===== src/rtl/spi_slave_rx.sv =====
// Receive front-end of the SPI slave.
// Oversamples a quad-capable SPI bus in the system clock domain and assembles
// 1-, 2- or 4-lane MOSI traffic into bytes, LSB first. Completed bytes go into a
// first-word-fall-through FIFO that drives a valid/ready byte stream. The block
// also flags frame ends, frames that stop mid-byte, and bytes dropped on a full FIFO.
module spi_slave_rx #(
    parameter int FIFO_DEPTH  = 4,
    parameter int SYNC_STAGES = 2
) (
    input  logic       clk,
    input  logic       rst_n,
    input  logic [1:0] cfg_lanes,
    input  logic       sclk,
    input  logic       cs_n,
    input  logic [3:0] mosi,
    output logic [7:0] m_data,
    output logic       m_first,
    output logic       m_valid,
    input  logic       m_ready,
    output logic       frame_done,
    output logic       partial_err,
    output logic       overflow,
    output logic       busy
);

    localparam int AW = $clog2(FIFO_DEPTH);

    typedef enum logic [1:0] {SKIP, IDLE, ACTIVE} state_t;

    logic [SYNC_STAGES-1:0]      sclk_sync, cs_sync;
    logic [SYNC_STAGES-1:0][3:0] mosi_sync;
    logic                        sclk_s, cs_s, sclk_d, cs_d;
    logic [3:0]                  mosi_s;
    logic                        sclk_rise, cs_rise, cs_fall;

    state_t     state, state_nxt;
    logic       frame_start, frame_end, sample;

    logic [1:0] lanes_q;
    logic [2:0] bit_cnt, bit_cnt_nxt, step;
    logic [7:0] shreg, shreg_nxt;
    logic       first_pend;
    logic       done_q, done_first;
    logic [7:0] done_data;

    logic [8:0]    mem [FIFO_DEPTH];
    logic [AW-1:0] wr_ptr, rd_ptr;
    logic [AW:0]   cnt;
    logic          full, pop, push;

    // Synchronizer chains for the asynchronous SPI pins.
    always_ff @(posedge clk or negedge rst_n) begin
        if (!rst_n) begin
            sclk_sync <= '0;
            cs_sync   <= '0;
            mosi_sync <= '0;
        end else begin
            sclk_sync <= {sclk_sync[SYNC_STAGES-2:0], sclk};
            cs_sync   <= {cs_sync[SYNC_STAGES-2:0], cs_n};
            mosi_sync <= {mosi_sync[SYNC_STAGES-2:0], mosi};
        end
    end

    assign sclk_s = sclk_sync[SYNC_STAGES-1];
    assign cs_s   = cs_sync[SYNC_STAGES-1];
    assign mosi_s = mosi_sync[SYNC_STAGES-1];

    // Previous synced levels for edge detection.
    always_ff @(posedge clk or negedge rst_n) begin
        if (!rst_n) begin
            sclk_d <= 1'b0;
            cs_d   <= 1'b0;
        end else begin
            sclk_d <= sclk_s;
            cs_d   <= cs_s;
        end
    end

    assign sclk_rise = sclk_s & ~sclk_d;
    assign cs_rise   = cs_s & ~cs_d;
    assign cs_fall   = ~cs_s & cs_d;

    // State register.
    always_ff @(posedge clk or negedge rst_n) begin
        if (!rst_n) state <= SKIP;
        else        state <= state_nxt;
    end

    // Next-state logic; SKIP keeps us out of a frame already running at reset.
    always_comb begin
        state_nxt = state;
        case (state)
            SKIP:    if (cs_s)    state_nxt = IDLE;
            IDLE:    if (cs_fall) state_nxt = ACTIVE;
            ACTIVE:  if (cs_rise) state_nxt = IDLE;
            default: state_nxt = SKIP;
        endcase
    end

    // FSM outputs.
    always_comb begin
        busy        = (state == ACTIVE);
        frame_start = (state == IDLE) & cs_fall;
        frame_end   = (state == ACTIVE) & cs_rise;
        sample      = (state == ACTIVE) & sclk_rise;
    end

    // Bits per sclk edge and the shift register as it looks after this sample.
    always_comb begin
        case (lanes_q)
            2'd0:    step = 3'd1;
            2'd1:    step = 3'd2;
            default: step = 3'd4;
        endcase
        bit_cnt_nxt = sample ? bit_cnt + step : bit_cnt;
        shreg_nxt   = shreg;
        for (int j = 0; j < 4; j++) begin
            if (3'(j) < step) shreg_nxt[bit_cnt + 3'(j)] = mosi_s[j];
        end
    end

    // Deserializer and frame bookkeeping. A sample landing together with cs_rise
    // is taken first, so partial_err looks at the post-sample bit count.
    always_ff @(posedge clk or negedge rst_n) begin
        if (!rst_n) begin
            lanes_q     <= '0;
            bit_cnt     <= '0;
            shreg       <= '0;
            first_pend  <= 1'b0;
            done_q      <= 1'b0;
            done_first  <= 1'b0;
            done_data   <= '0;
            frame_done  <= 1'b0;
            partial_err <= 1'b0;
        end else begin
            done_q      <= sample && (bit_cnt_nxt == 3'd0);
            frame_done  <= frame_end;
            partial_err <= frame_end && (bit_cnt_nxt != 3'd0);
            if (frame_start) begin
                lanes_q    <= cfg_lanes;
                bit_cnt    <= '0;
                shreg      <= '0;
                first_pend <= 1'b1;
            end else if (sample) begin
                bit_cnt <= bit_cnt_nxt;
                shreg   <= shreg_nxt;
                if (bit_cnt_nxt == 3'd0) begin
                    done_data  <= shreg_nxt;
                    done_first <= first_pend;
                    first_pend <= 1'b0;
                end
            end
        end
    end

    // A push into a full FIFO still lands if the consumer pops in the same cycle.
    assign full = cnt[AW];
    assign pop  = m_valid & m_ready;
    assign push = done_q & (~full | pop);

    // Byte FIFO storage and pointers.
    always_ff @(posedge clk or negedge rst_n) begin
        if (!rst_n) begin
            for (int i = 0; i < FIFO_DEPTH; i++) mem[i] <= '0;
            wr_ptr   <= '0;
            rd_ptr   <= '0;
            cnt      <= '0;
            overflow <= 1'b0;
        end else begin
            overflow <= done_q & full & ~pop;
            if (push) begin
                mem[wr_ptr] <= {done_first, done_data};
                wr_ptr      <= wr_ptr + 1'b1;
            end
            if (pop) rd_ptr <= rd_ptr + 1'b1;
            case ({push, pop})
                2'b10:   cnt <= cnt + 1'b1;
                2'b01:   cnt <= cnt - 1'b1;
                default: cnt <= cnt;
            endcase
        end
    end

    // Fall-through head of the FIFO; outputs forced to zero when empty.
    always_comb begin
        m_valid = (cnt != '0);
        m_data  = m_valid ? mem[rd_ptr][7:0] : 8'h00;
        m_first = m_valid ? mem[rd_ptr][8]   : 1'b0;
    end

endmodule

===== config.mk =====
export PLATFORM = sky130hd
export DESIGN_NAME = spi_slave_rx
export DESIGN_NICKNAME = d
export VERILOG_FILES = /design/src/rtl/spi_slave_rx.sv
export SDC_FILE = /design/constraint.sdc
export NUM_CORES = 1
export LEC_CHECK = 0
export BUFFER_PORTS_ARGS = -buffer_cell sky130_fd_sc_hd__buf_2
export CORE_MARGIN = 3
export CORE_UTILIZATION = 50
export CTS_CLUSTER_DIAMETER = 30
export DETAILED_ROUTE_END_ITERATION = 12
export GPL_ROUTABILITY_DRIVEN = 1
export PLACE_DENSITY = 0.77
export SLEW_MARGIN = 5
export SYNTH_ARGS = -nofsm -noshare
export SYNTH_HDL_FRONTEND = slang
export SYNTH_SLANG_ARGS = --single-unit

===== constraint.sdc =====
create_clock -name clk -period 2.9 [get_ports clk]
set_clock_uncertainty 0.2 [all_clocks]
set_input_delay 0.725 -clock clk [delete_from_list [all_inputs] [get_ports clk]]
set_output_delay 0.725 -clock clk [all_outputs]
set_load 0.1 [all_outputs]

==> impl_results.md, run 1 <==
- Yosys warns: 0
- Cell at the root of the clock tree: clkbuf_8
- Worst setup SP type: flip-flop
- Initial Utilization: 0.519
- Initial DRC count: roughly 180
- WL final: ~8800 um
- CP Data Arrival Time: 1.87 ns
- Multiplexer area fraction after synthesis: 0.156
- Fin Setup TNS: 0 ns
- CTS sink cnt: 86
- Routed Antenna Nets: 0
- CP startpoint: rd_ptr[0]
- Register bit total from synthesis: 86
- H-tree Lvls: 3
- CTS tree: built
- Fin. Hold Viols: 0
- Die width: 98.6 um
- Distinct cells, synth: 58
- Synth Area in Adders: 0.0356
- Reg2Reg Setup Slack: 0.20 ns
- Number of synthesized flops with an enable pin: 0
- Worst slew pin tran: 0.588 ns
- Post-Syn Nets: 394
- Total grt overflow: 0
- Area of the multi-input gates: 1970 sq um
- Antenna cell count: 0
- VDD IR max: 0.316 mV
- Simple-Gate Fraction of Synth Area: 0.144
- Largest family of logic cells by synthesized area: multiplexers
- Die area: between 9000 and 10000 sq um
- Commonest non-fill, non-tap cells in the layout: 86 x dfrtp_1, 38 x mux2_2, 32 x nand2_1
- Slew Limit Fails: 0
- Clk slew on worst S/H paths: 0.09 ns
- Setup crit end kind: output port
- Maxcap violations: 0
- Worst Reg2Reg Path Length in Cells: 10
- XOR/XNOR Fraction of Synth Area: 0.0280
- Compound-Gate Fraction of Synth Area: 0.0943
- Tot GR Track Use: 0.195
- Pwr dens: 702 nW/um^2
- Sequential area share after synthesis: 0.502
- Mapped Cells: ~370
- Die height: 98.6 um
- CP Capture Point: m_data[1]
- Buf/Inv on CP: 2
- Clock Path Buffers: 2
- RR Endpoint: done_data[0]
- Port Buf Inserts: 24
- Worst path max stage delay: 0.53 ns
- Post-detail-place hpwl: 6410 um
- Reg area: 2150 sq um
- Initial antenna violation count: 0
- Tmin final: 2.79 ns
- Number of global-route vias before repair: just over 3000
- Routed len/inst: 17.1 um
- Type of the worst min-delay path: in -> async
- CP Cell Sequence: buf_6 > mux4_2 > and2_1 > buf_2
- Tot Pwr: 0.00338 W
- Placeable Area: 8260 sq um
- Largest net degree at the start of global routing: 47
- Status: finished clean
- Crit path depth: 4
- Critical Path RT: 1.98 ns
- Routed via count: 2972
- Detailed-route DRC error count: 0
- Worst-path fanout max: 11
- Layout cells sized above 1: 0.269
- RSZ-0062 raised after global routing: no
- Synth Cell Area: 4290 sq um
- Critical path's top delay family: multiplexers
- Final setup viols: 0
- Vias/cell: 5.74
- FMAX: 358 MHz
- Worst path slowest cell: mux4_2
- Mean post-synth cell area: between 10 and 15 sq um
- Worst setup path class: reg -> out
- Nets: 430
- Initial DRT Pass Iterations: 4
- Ys flop type: dfrtp_1
- Final Wtd Congestion: 0.967
- Async S/R FF share, synth: 1.00
- Global-route wire length before repair: 15100 um
- Leakage power: between 2 and 2.5 nW
- Crit share post-route: 0.963
- Clk Latency, worst-skew pair: 0.35 ns
- Reg2Reg Launch Point: lanes_q[1]
- Layout Area Growth over Synthesis: 12.3%
- Rel. slew slack: 0.606
- Row count: 33
- Number of I/O pins: 25
- CTS buffer count: 9
- Most common cell after layout, fill and taps aside: dfrtp_1
- Filler Cells Inserted: 693
flip-flops by register name, summed over array words and instances (netlist names), 2 cells and up:
signal and count:
bit_cnt 3, mem 36, lanes_q 2, rd_ptr 2, state 2, shreg 8, cs_sync 2, done_data 8
mosi_sync 4, cnt 3, mosi_s 4, sclk_sync 2, wr_ptr 2
synthesized netlist by cell type, types with 2 or more instances:
cell / count / area share
a22o_1: 2 / 0.0041
clkbuf_1: 6 / 0.0053
fa_1: 2 / 0.0093
o21ai_1: 4 / 0.0047
mux2i_1: 4 / 0.0093
nor2_1: 24 / 0.021
o22ai_1: 4 / 0.0058
or2_1: 2 / 0.0029
or3_1: 2 / 0.0029
nor4_1: 2 / 0.0029
nand4_1: 4 / 0.0058
nor4b_1: 2 / 0.0041
dfrtp_1: 86 / 0.50
nor3_1: 4 / 0.0047
xor2_2: 2 / 0.0076
nand2_1: 32 / 0.028
a32o_1: 2 / 0.0047
a21oi_1: 11 / 0.013
mux4_2: 9 / 0.047
ha_1: 9 / 0.026
nand2b_1: 7 / 0.010
mux2_2: 38 / 0.10
inv_1: 16 / 0.014
buf_6: 3 / 0.0079
o22a_1: 2 / 0.0041
xor2_1: 3 / 0.0061
a31oi_1: 8 / 0.012
and2_1: 12 / 0.018
xnor2_1: 7 / 0.014
nand3_1: 12 / 0.014
nor2b_1: 2 / 0.0029
nand3b_1: 4 / 0.0070
buf_2: 5 / 0.0058
o31ai_1: 5 / 0.0088
o21ai_0: 12 / 0.014
where the power goes:
group / internal (W) / leakage, nW / switching [W] / total [W]
Sequential: 0.00132 / 1.13 / 0.000140 / 0.00146
Clock: 0.000499 / 0.117 / 0.000456 / 0.000955
Combinational: 0.000380 / 1.01 / 0.000587 / 0.000967
Total: 0.00220 / 2.26 / 0.00118 / 0.00338
cell families (layout without fill, tap and decap cells):
logic type / after synthesis / count (layout)
adder cells (fa/ha/maj): 11 / 11
flip-flops: 86 / 86
XOR/XNOR: 12 / 12
multiplexers: 51 / 51
AO/OA/AOI/OAI: 62 / 62
AND/OR/NAND/NOR: 117 / 117
buffers and inverters: 33 / 74
stage by stage:
| stage | cells | setup slack [ns] | hold slack (ns) | cell area (sq um) | utilization |
|---|---|---|---|---|---|
| 2_1_floorplan | 372 | 0.166 | 0.131 | 4290 | - |
| 3_3_place_gp | 502 | 0.290 | 0.132 | 4580 | 0.555 |
| 5_1_grt | 518 | 0.00840 | 0.140 | 4810 | 0.583 |
| 4_1_cts | 518 | 0.0149 | 0.140 | 4810 | 0.583 |
| 6_report | 518 | 0.106 | 0.135 | 4810 | 0.583 |
| 3_5_place_dp | 502 | 0.237 | 0.135 | 4580 | 0.555 |
per-layer routing:
layer / global-route usage / routed length, um
met1: 0.255 / 3820
met2: 0.338 / 4530
met3: 0.0403 / 416
met4: 0.0441 / 60
met5: 0 / 0
how the worst min path moves through the flow:
stage / slack [ns] / depth (start not counted) / endpoint
after global routing: 0.14 / 1 / mem[30]
after floorplan: 0.13 / 0 / cs_sync[1]
after global placement: 0.13 / 0 / mosi_s[1]
after CTS: 0.14 / 1 / mem[22]
final: 0.14 / 1 / mem[30]
after detailed placement: 0.13 / 0 / mosi_s[0]
worst register-to-register path: stages, from the launching register on:
cell and delay [ns]:
dfrtp_1 0.42, or2_1 0.32, clkinv_8 0.08, ha_1 0.13, inv_1 0.05, fa_1 0.37
xnor2_1 0.23, xnor2_1 0.15, nand3_1 0.15, inv_2 0.14, mux2_2 0.34
final cells by class:
type	instances	area share
flip-flops and latches	86	0.447
multi-input cells	253	0.408
clock buffers	9	0.0257
repair buffers	40	0.0538
well taps	105	0.0273
inverters	18	0.0166
clock inverters	7	0.0213
timing repair:
item | in CTS | in global routing
gates resized for setup | 0 | 1
hold buffers | 0 | 0
endpoints found under the setup margin | 0 | 9
buffers inserted | 0 | 0
Note: power is estimated with default switching activity, not from simulation.
==> run 2: changes to the inputs <==
--- a/config.mk
+++ b/config.mk
@@ -11,7 +11,7 @@
 export CTS_CLUSTER_DIAMETER = 30
 export DETAILED_ROUTE_END_ITERATION = 12
 export GPL_ROUTABILITY_DRIVEN = 1
-export PLACE_DENSITY = 0.77
+export PLACE_DENSITY = 0.72
 export SLEW_MARGIN = 5
 export SYNTH_ARGS = -nofsm -noshare
 export SYNTH_HDL_FRONTEND = slang
==> run 2 against run 1 <==
Worst hold slack improved by 0.018 ns. Sequential power about the same. Critical path depth unchanged. Power shrank 4.0%. Critical endpoint unchanged. Global-route usage is 0.56 points higher. Highest routed layer unchanged. Sequential cell count unchanged. Die area unchanged. First-iteration DRC count is 23% lower. Clock power fell by 16%.
==> impl_results.md, run 2 (same netlist as run 1, synthesis figures left out) <==
- Cts hold-fix bufs: 0 (unchanged)
- Clk Latency, worst-skew pair: 0.35 ns (about the same)
- Total grt overflow: 0 (unchanged)
- Setup WS post-layout: 0.0975 ns (-0.00837 ns)
- Port Buf Inserts: 24 (unchanged)
- Nets: 431 (+0.23%)
- Rel. slew slack: 0.626 (+0.0197)
- Antenna cell count: 0 (unchanged)
- Worst setup SP type: flip-flop
- Routed Antenna Nets: 0 (unchanged)
- Maxcap violations: 0 (unchanged)
- VDD IR max: 0.333 mV (+5.6%)
- Largest regs: mem: 36 flops, done_data: 8 flops, shreg: 8 flops
- FMAX: 357 MHz (-0.30%)
- Setup crit end kind: output port
- Global-route wire length before repair: 15600 um (+3.5%)
- Final hold slack: 0.153 ns (+0.0179 ns)
- Status: finished clean
- Routed via count: 3035 (+2.1%)
- Critical Path RT: 1.98 ns (about the same)
- Row count: 33 (unchanged)
- Type of the worst min-delay path: reg -> reg
- RSZ-0062 raised after global routing: no
- CTS tree: built
- Crit share post-route: 0.966 (+0.00289)
- Die area: 9720 sq um (unchanged)
- Placeable Area: 8260 sq um (unchanged)
- Layout cells sized above 1: 0.271 (+0.00177)
- Clk slew on worst S/H paths: 0.10 ns (about the same)
- Reg2Reg Launch Point: lanes_q[1]
- Max FFs per register: 36 (unchanged)
- Filler Cells Inserted: 699 (+0.87%)
- Largest reg by FF count: mem
- Worst setup path class: reg -> out
- CTS buffer count: 9 (unchanged)
- Cell at the root of the clock tree: clkbuf_8
- Initial Utilization: 0.519 (unchanged)
- Clock Path Buffers: 2 (unchanged)
- H-tree Lvls: 3 (unchanged)
- Detailed-route DRC error count: 0 (unchanged)
- Initial DRT Pass Iterations: 4 (unchanged)
- Initial DRC count: 140 (-23%)
- Reg area: 2150 sq um (unchanged)
- CP startpoint: rd_ptr[0]
- Most common cell after layout, fill and taps aside: dfrtp_1
- Final setup viols: 0 (unchanged)
- Final Wtd Congestion: 1.04 (+8.1%)
- Die height: 98.6 um (unchanged)
- Commonest non-fill, non-tap cells in the layout: 86 x dfrtp_1, 38 x mux2_2, 32 x nand2_1
- Number of global-route vias before repair: 3094 (+2.5%)
- Number of I/O pins: 25 (unchanged)
- Initial antenna violation count: 0 (unchanged)
- Post-detail-place hpwl: 6520 um (+1.8%)
- Pwr dens: 678 nW/um^2 (-3.5%)
- CTS sink cnt: 86 (unchanged)
- Placement Setup Slack: 0.200 ns (-0.0365 ns)
- Fin. Hold Viols: 0 (unchanged)
- Min-delay src: sclk_sync[0]
- Die width: 98.6 um (unchanged)
- Largest net degree at the start of global routing: 87 (+85%)
- Worst-path fanout max: 11 (unchanged)
- Vias/cell: 5.85 (+1.9%)
- Area of the multi-input gates: 1970 sq um (unchanged)
- Fin Setup TNS: 0 ns (unchanged)
- Slew Limit Fails: 0 (unchanged)
- Routed len/inst: 17.5 um (+2.6%)
- CP Data Arrival Time: 1.88 ns (about the same)
- Worst slew pin tran: 0.561 ns (-0.0269 ns)
- Leakage power: 2.24 nW (-0.88%)
- Tmin final: 2.80 ns (+0.00837 ns)
- Tot GR Track Use: 0.201 (+0.00558)
- Layout Area Growth over Synthesis: 11.7%
- WL final: 9080 um (+2.8%)
run 2: cell count changes in the layout (fill, tap and decap cells not counted), moves of 2 or more:
cell,change
buf_2,-2
clkbuf_4,+2
bufinv_16,-2
clkinv_4,+2
run 2: power by group:
part	switching [W]	total, W	internal, W
sequential	0.000147	0.00147	0.00132
clock	0.000455	0.000803	0.000347
combinational	0.000594	0.000978	0.000384
total	0.00120	0.00325	0.00205
run 2: path summary, 6_finish.rpt:
path                       slack, ns            to  cells after the start
hold reg to reg                 0.15  sclk_sync[1]                      0
hold / removal                  0.15  sclk_sync[1]                      0
setup reg to reg                0.20  done_data[0]                     10
max in group asynchronous       1.95       mem[19]                      2
min in group asynchronous       0.17       mem[30]                      2
setup / recovery                 0.1     m_data[1]                      4
run 2: critical path, stage by stage, from the launching register on:
cell	delay (ns)
dfrtp_1	0.35
buf_6	0.19
mux4_2	0.52
and2_1	0.17
buf_2	0.28
run 2: final cells by class:
type,instances,area share
Clock buffer,10,0.0287
Clock inverter,6,0.0107
Inverter,18,0.0167
Multi-Input combinational cell,253,0.410
Sequential cell,86,0.449
Tap cell,105,0.0274
Timing Repair Buffer,41,0.0567
run 2: repair_timing:
item,CTS,global route
buffers inserted,0,0
hold endpoints to repair,0,0
setup endpoints to repair,0,7
gates resized for setup,0,3
run 2: stage by stage:
| stage | std cells | total power [W] | instance area [sq um] | utilization |
|---|---|---|---|---|
| after floorplan | 372 | 0.00218 | 4290 | - |
| after CTS | 519 | 0.00326 | 4780 | 0.579 |
| final | 519 | 0.00325 | 4790 | 0.580 |
| after detailed placement | 503 | 0.00245 | 4590 | 0.556 |
| after global placement | 503 | 0.00241 | 4590 | 0.556 |
| after global routing | 519 | 0.00345 | 4790 | 0.580 |
run 2: layer usage:
layer  global-route usage  up-vias  part of all wire
li1                     -     1404                 -
met1                0.259     1520              0.43
met2                0.343       94              0.51
met3               0.0403       17             0.043
met4               0.0641        0             0.020
met5                    0        -                 0
==> run 3: changes to the inputs <==
--- a/config.mk
+++ b/config.mk
@@ -11,6 +11,7 @@
 export CTS_CLUSTER_DIAMETER = 30
 export DETAILED_ROUTE_END_ITERATION = 12
 export GPL_ROUTABILITY_DRIVEN = 1
+export GPL_TIMING_DRIVEN = 0
 export PLACE_DENSITY = 0.72
 export SLEW_MARGIN = 5
 export SYNTH_ARGS = -nofsm -noshare
==> run 3 against run 2 <==
Cell count increased by 0.96%. Worst setup slack got worse by 0.026 ns. Sequential power about the same. Largest power group unchanged.
==> impl_results.md, run 3 (same netlist as run 1, synthesis figures left out) <==
- Worst Reg2Reg Path Length in Cells: 9 (-1)
- Worst setup path class: reg -> out
- Type of the worst min-delay path: in -> async
- Cell at the root of the clock tree: clkbuf_8
- VDD IR max: 0.451 mV (+35%)
- Final setup viols: 0 (unchanged)
- Reg2Reg Launch Point: bit_cnt[0]
- Critical path's top delay family: multiplexers
- Largest net degree at the start of global routing: 61 (-30%)
- Fin. Hold Viols: 0 (unchanged)
- Placeable Area: 8260 sq um (unchanged)
- Worst-path fanout max: 10 (-1)
- CP Capture Point: m_data[2]
- Layout cells sized above 1: 0.289 (+0.0183)
- Max FFs per register: 36 (unchanged)
- Buf/Inv on CP: 2 (unchanged)
- Critical Path RT: 1.98 ns (about the same)
- H-tree Lvls: 3 (unchanged)
- Number of I/O pins: 25 (unchanged)
- Placed Instance Area: 4570 sq um (-0.49%)
- Maxcap violations: 0 (unchanged)
- Row count: 33 (unchanged)
- Leakage power: 2.28 nW (+1.8%)
- Largest reg by FF count: mem
- Die area: 9720 sq um (unchanged)
- Clock Path Buffers: 2 (unchanged)
- Post-detail-place hpwl: 6400 um (-1.9%)
- WL final: 9080 um (about the same)
- Pwr dens: 706 nW/um^2 (+4.1%)
- Commonest non-fill, non-tap cells in the layout: 83 x dfrtp_1, 38 x mux2_2, 32 x nand2_1
- Rel. slew slack: 0.488 (-0.138)
- Antenna cell count: 0 (unchanged)
- Number of global-route vias before repair: 3069 (-0.81%)
- Global-route wire length before repair: 15600 um (-0.58%)
- Layout Cells excl Fill: 524 (+0.96%)
- CTS sink cnt: 86 (unchanged)
- Setup WS post-layout: 0.0718 ns (-0.0256 ns)
- Nets: 436 (+1.2%)
- Initial Utilization: 0.519 (unchanged)
- Final Wtd Congestion: 1.01 (-3.0%)
- Initial antenna violation count: 0 (unchanged)
- Routed Antenna Nets: 0 (unchanged)
- Die width: 98.6 um (unchanged)
- Total grt overflow: 0 (unchanged)
- CP Data Arrival Time: 1.90 ns (+0.02 ns)
- Layout Area Growth over Synthesis: 14.3%
- Worst path max stage delay: 0.50 ns (-0.02 ns)
- Tmin final: 2.83 ns (+0.0256 ns)
- Status: finished clean
- Vias/cell: 5.67 (-3.0%)
- Fin Setup TNS: 0 ns (unchanged)
- Routed len/inst: 17.3 um (-0.91%)
- Final Instance Area: 4900 sq um (+2.3%)
- Most common cell after layout, fill and taps aside: dfrtp_1
- Die height: 98.6 um (unchanged)
- Detailed-route DRC error count: 0 (unchanged)
- Clk Latency, worst-skew pair: 0.35 ns (about the same)
- Clk slew on worst S/H paths: 0.10 ns (about the same)
- Largest regs: mem: 36 flops, done_data: 8 flops, shreg: 8 flops
- Crit path depth: 4 (unchanged)
- CTS tree: built
- Cts hold-fix bufs: 0 (unchanged)
- Port Buf Inserts: 24 (unchanged)
- Worst setup SP type: flip-flop
- CP Cell Sequence: buf_6 > mux4_2 > and2_1 > buf_2
- RR Endpoint: done_data[0]
- Cell total after placement: 502 (-0.20%)
- Crit share post-route: 0.975 (+0.00884)
- Worst path slowest cell: mux4_2
- Initial DRC count: 124 (-11%)
- Tot GR Track Use: 0.201 (-0.000271)
- Worst slew pin tran: 0.766 ns (+0.205 ns)
- Setup crit end kind: output port
- FMAX: 354 MHz (-0.91%)
- Initial DRT Pass Iterations: 5 (+1)
- Slew Limit Fails: 0 (unchanged)
- Routed via count: 2972 (-2.1%)
- CP startpoint: rd_ptr[0]
- Reg2Reg Setup Slack: 0.13 ns (-0.07 ns)
- CTS buffer count: 9 (unchanged)
- Placement Setup Slack: -0.0724 ns (-0.272 ns)
==> run 3: how the worst min path moves through the flow <==
stage,startpoint,end,slack [ns]
2_1_floorplan,cs_sync[0],cs_sync[1],0.13
6_report,rst_n,mem[31],0.07
4_1_cts,rst_n,mem[31],0.07
3_5_place_dp,mosi_sync[3],mosi_s[3],0.14
3_3_place_gp,cs_sync[0],cs_sync[1],0.13
5_1_grt,rst_n,mem[31],0.07
==> run 3: worst register-to-register path: stages (launching register included) <==
cell      delay [ns]
dfrtp_2         0.47
clkbuf_4        0.25
inv_1           0.13
ha_1            0.31
buf_2           0.18
or2b_1          0.26
o32ai_1         0.24
a32o_1          0.22
a31oi_1         0.12
mux2_2          0.27
==> run 3: area by class of cell <==
| class | instances | area, sq um |
|---|---|---|
| buffer | 13 | 92.6 |
| timing repair buffer | 33 | 225 |
| inverter | 18 | 82.6 |
| clock inverter | 7 | 100 |
| tap | 105 | 131 |
| clock buffer | 9 | 124 |
| multi-input combinational | 253 | 1990 |
| fill | 673 | 3360 |
| sequential | 86 | 2160 |
==> run 3: timing repair <==
item,4_1_cts,5_1_grt
resized for setup,6,16
setup endpoints to repair,11,21
buffers inserted,0,8
pin swaps,0,3
==> run 3: metal layers <==
layer,vias to the layer above,wire length [um],track usage
li1,1417,-,-
met1,1456,4020,0.269
met2,88,4500,0.329
met3,11,444,0.0410
met4,0,119,0.0683
met5,-,0,0
==> run 3: through the flow <==
stage	util	power (W)	hold WS (ns)
floorplan	-	0.00218	0.131
global placement	0.550	0.00243	0.133
detailed placement	0.553	0.00244	0.136
CTS	0.583	0.00342	0.0654
global route	0.593	0.00366	0.0664
finish	0.593	0.00346	0.0719
==> run 3: where the power goes <==
part           switching (W)  internal (W)  leakage, nW
sequential          0.000150       0.00132         1.13
combinational       0.000608      0.000421         1.03
clock               0.000464      0.000497        0.115
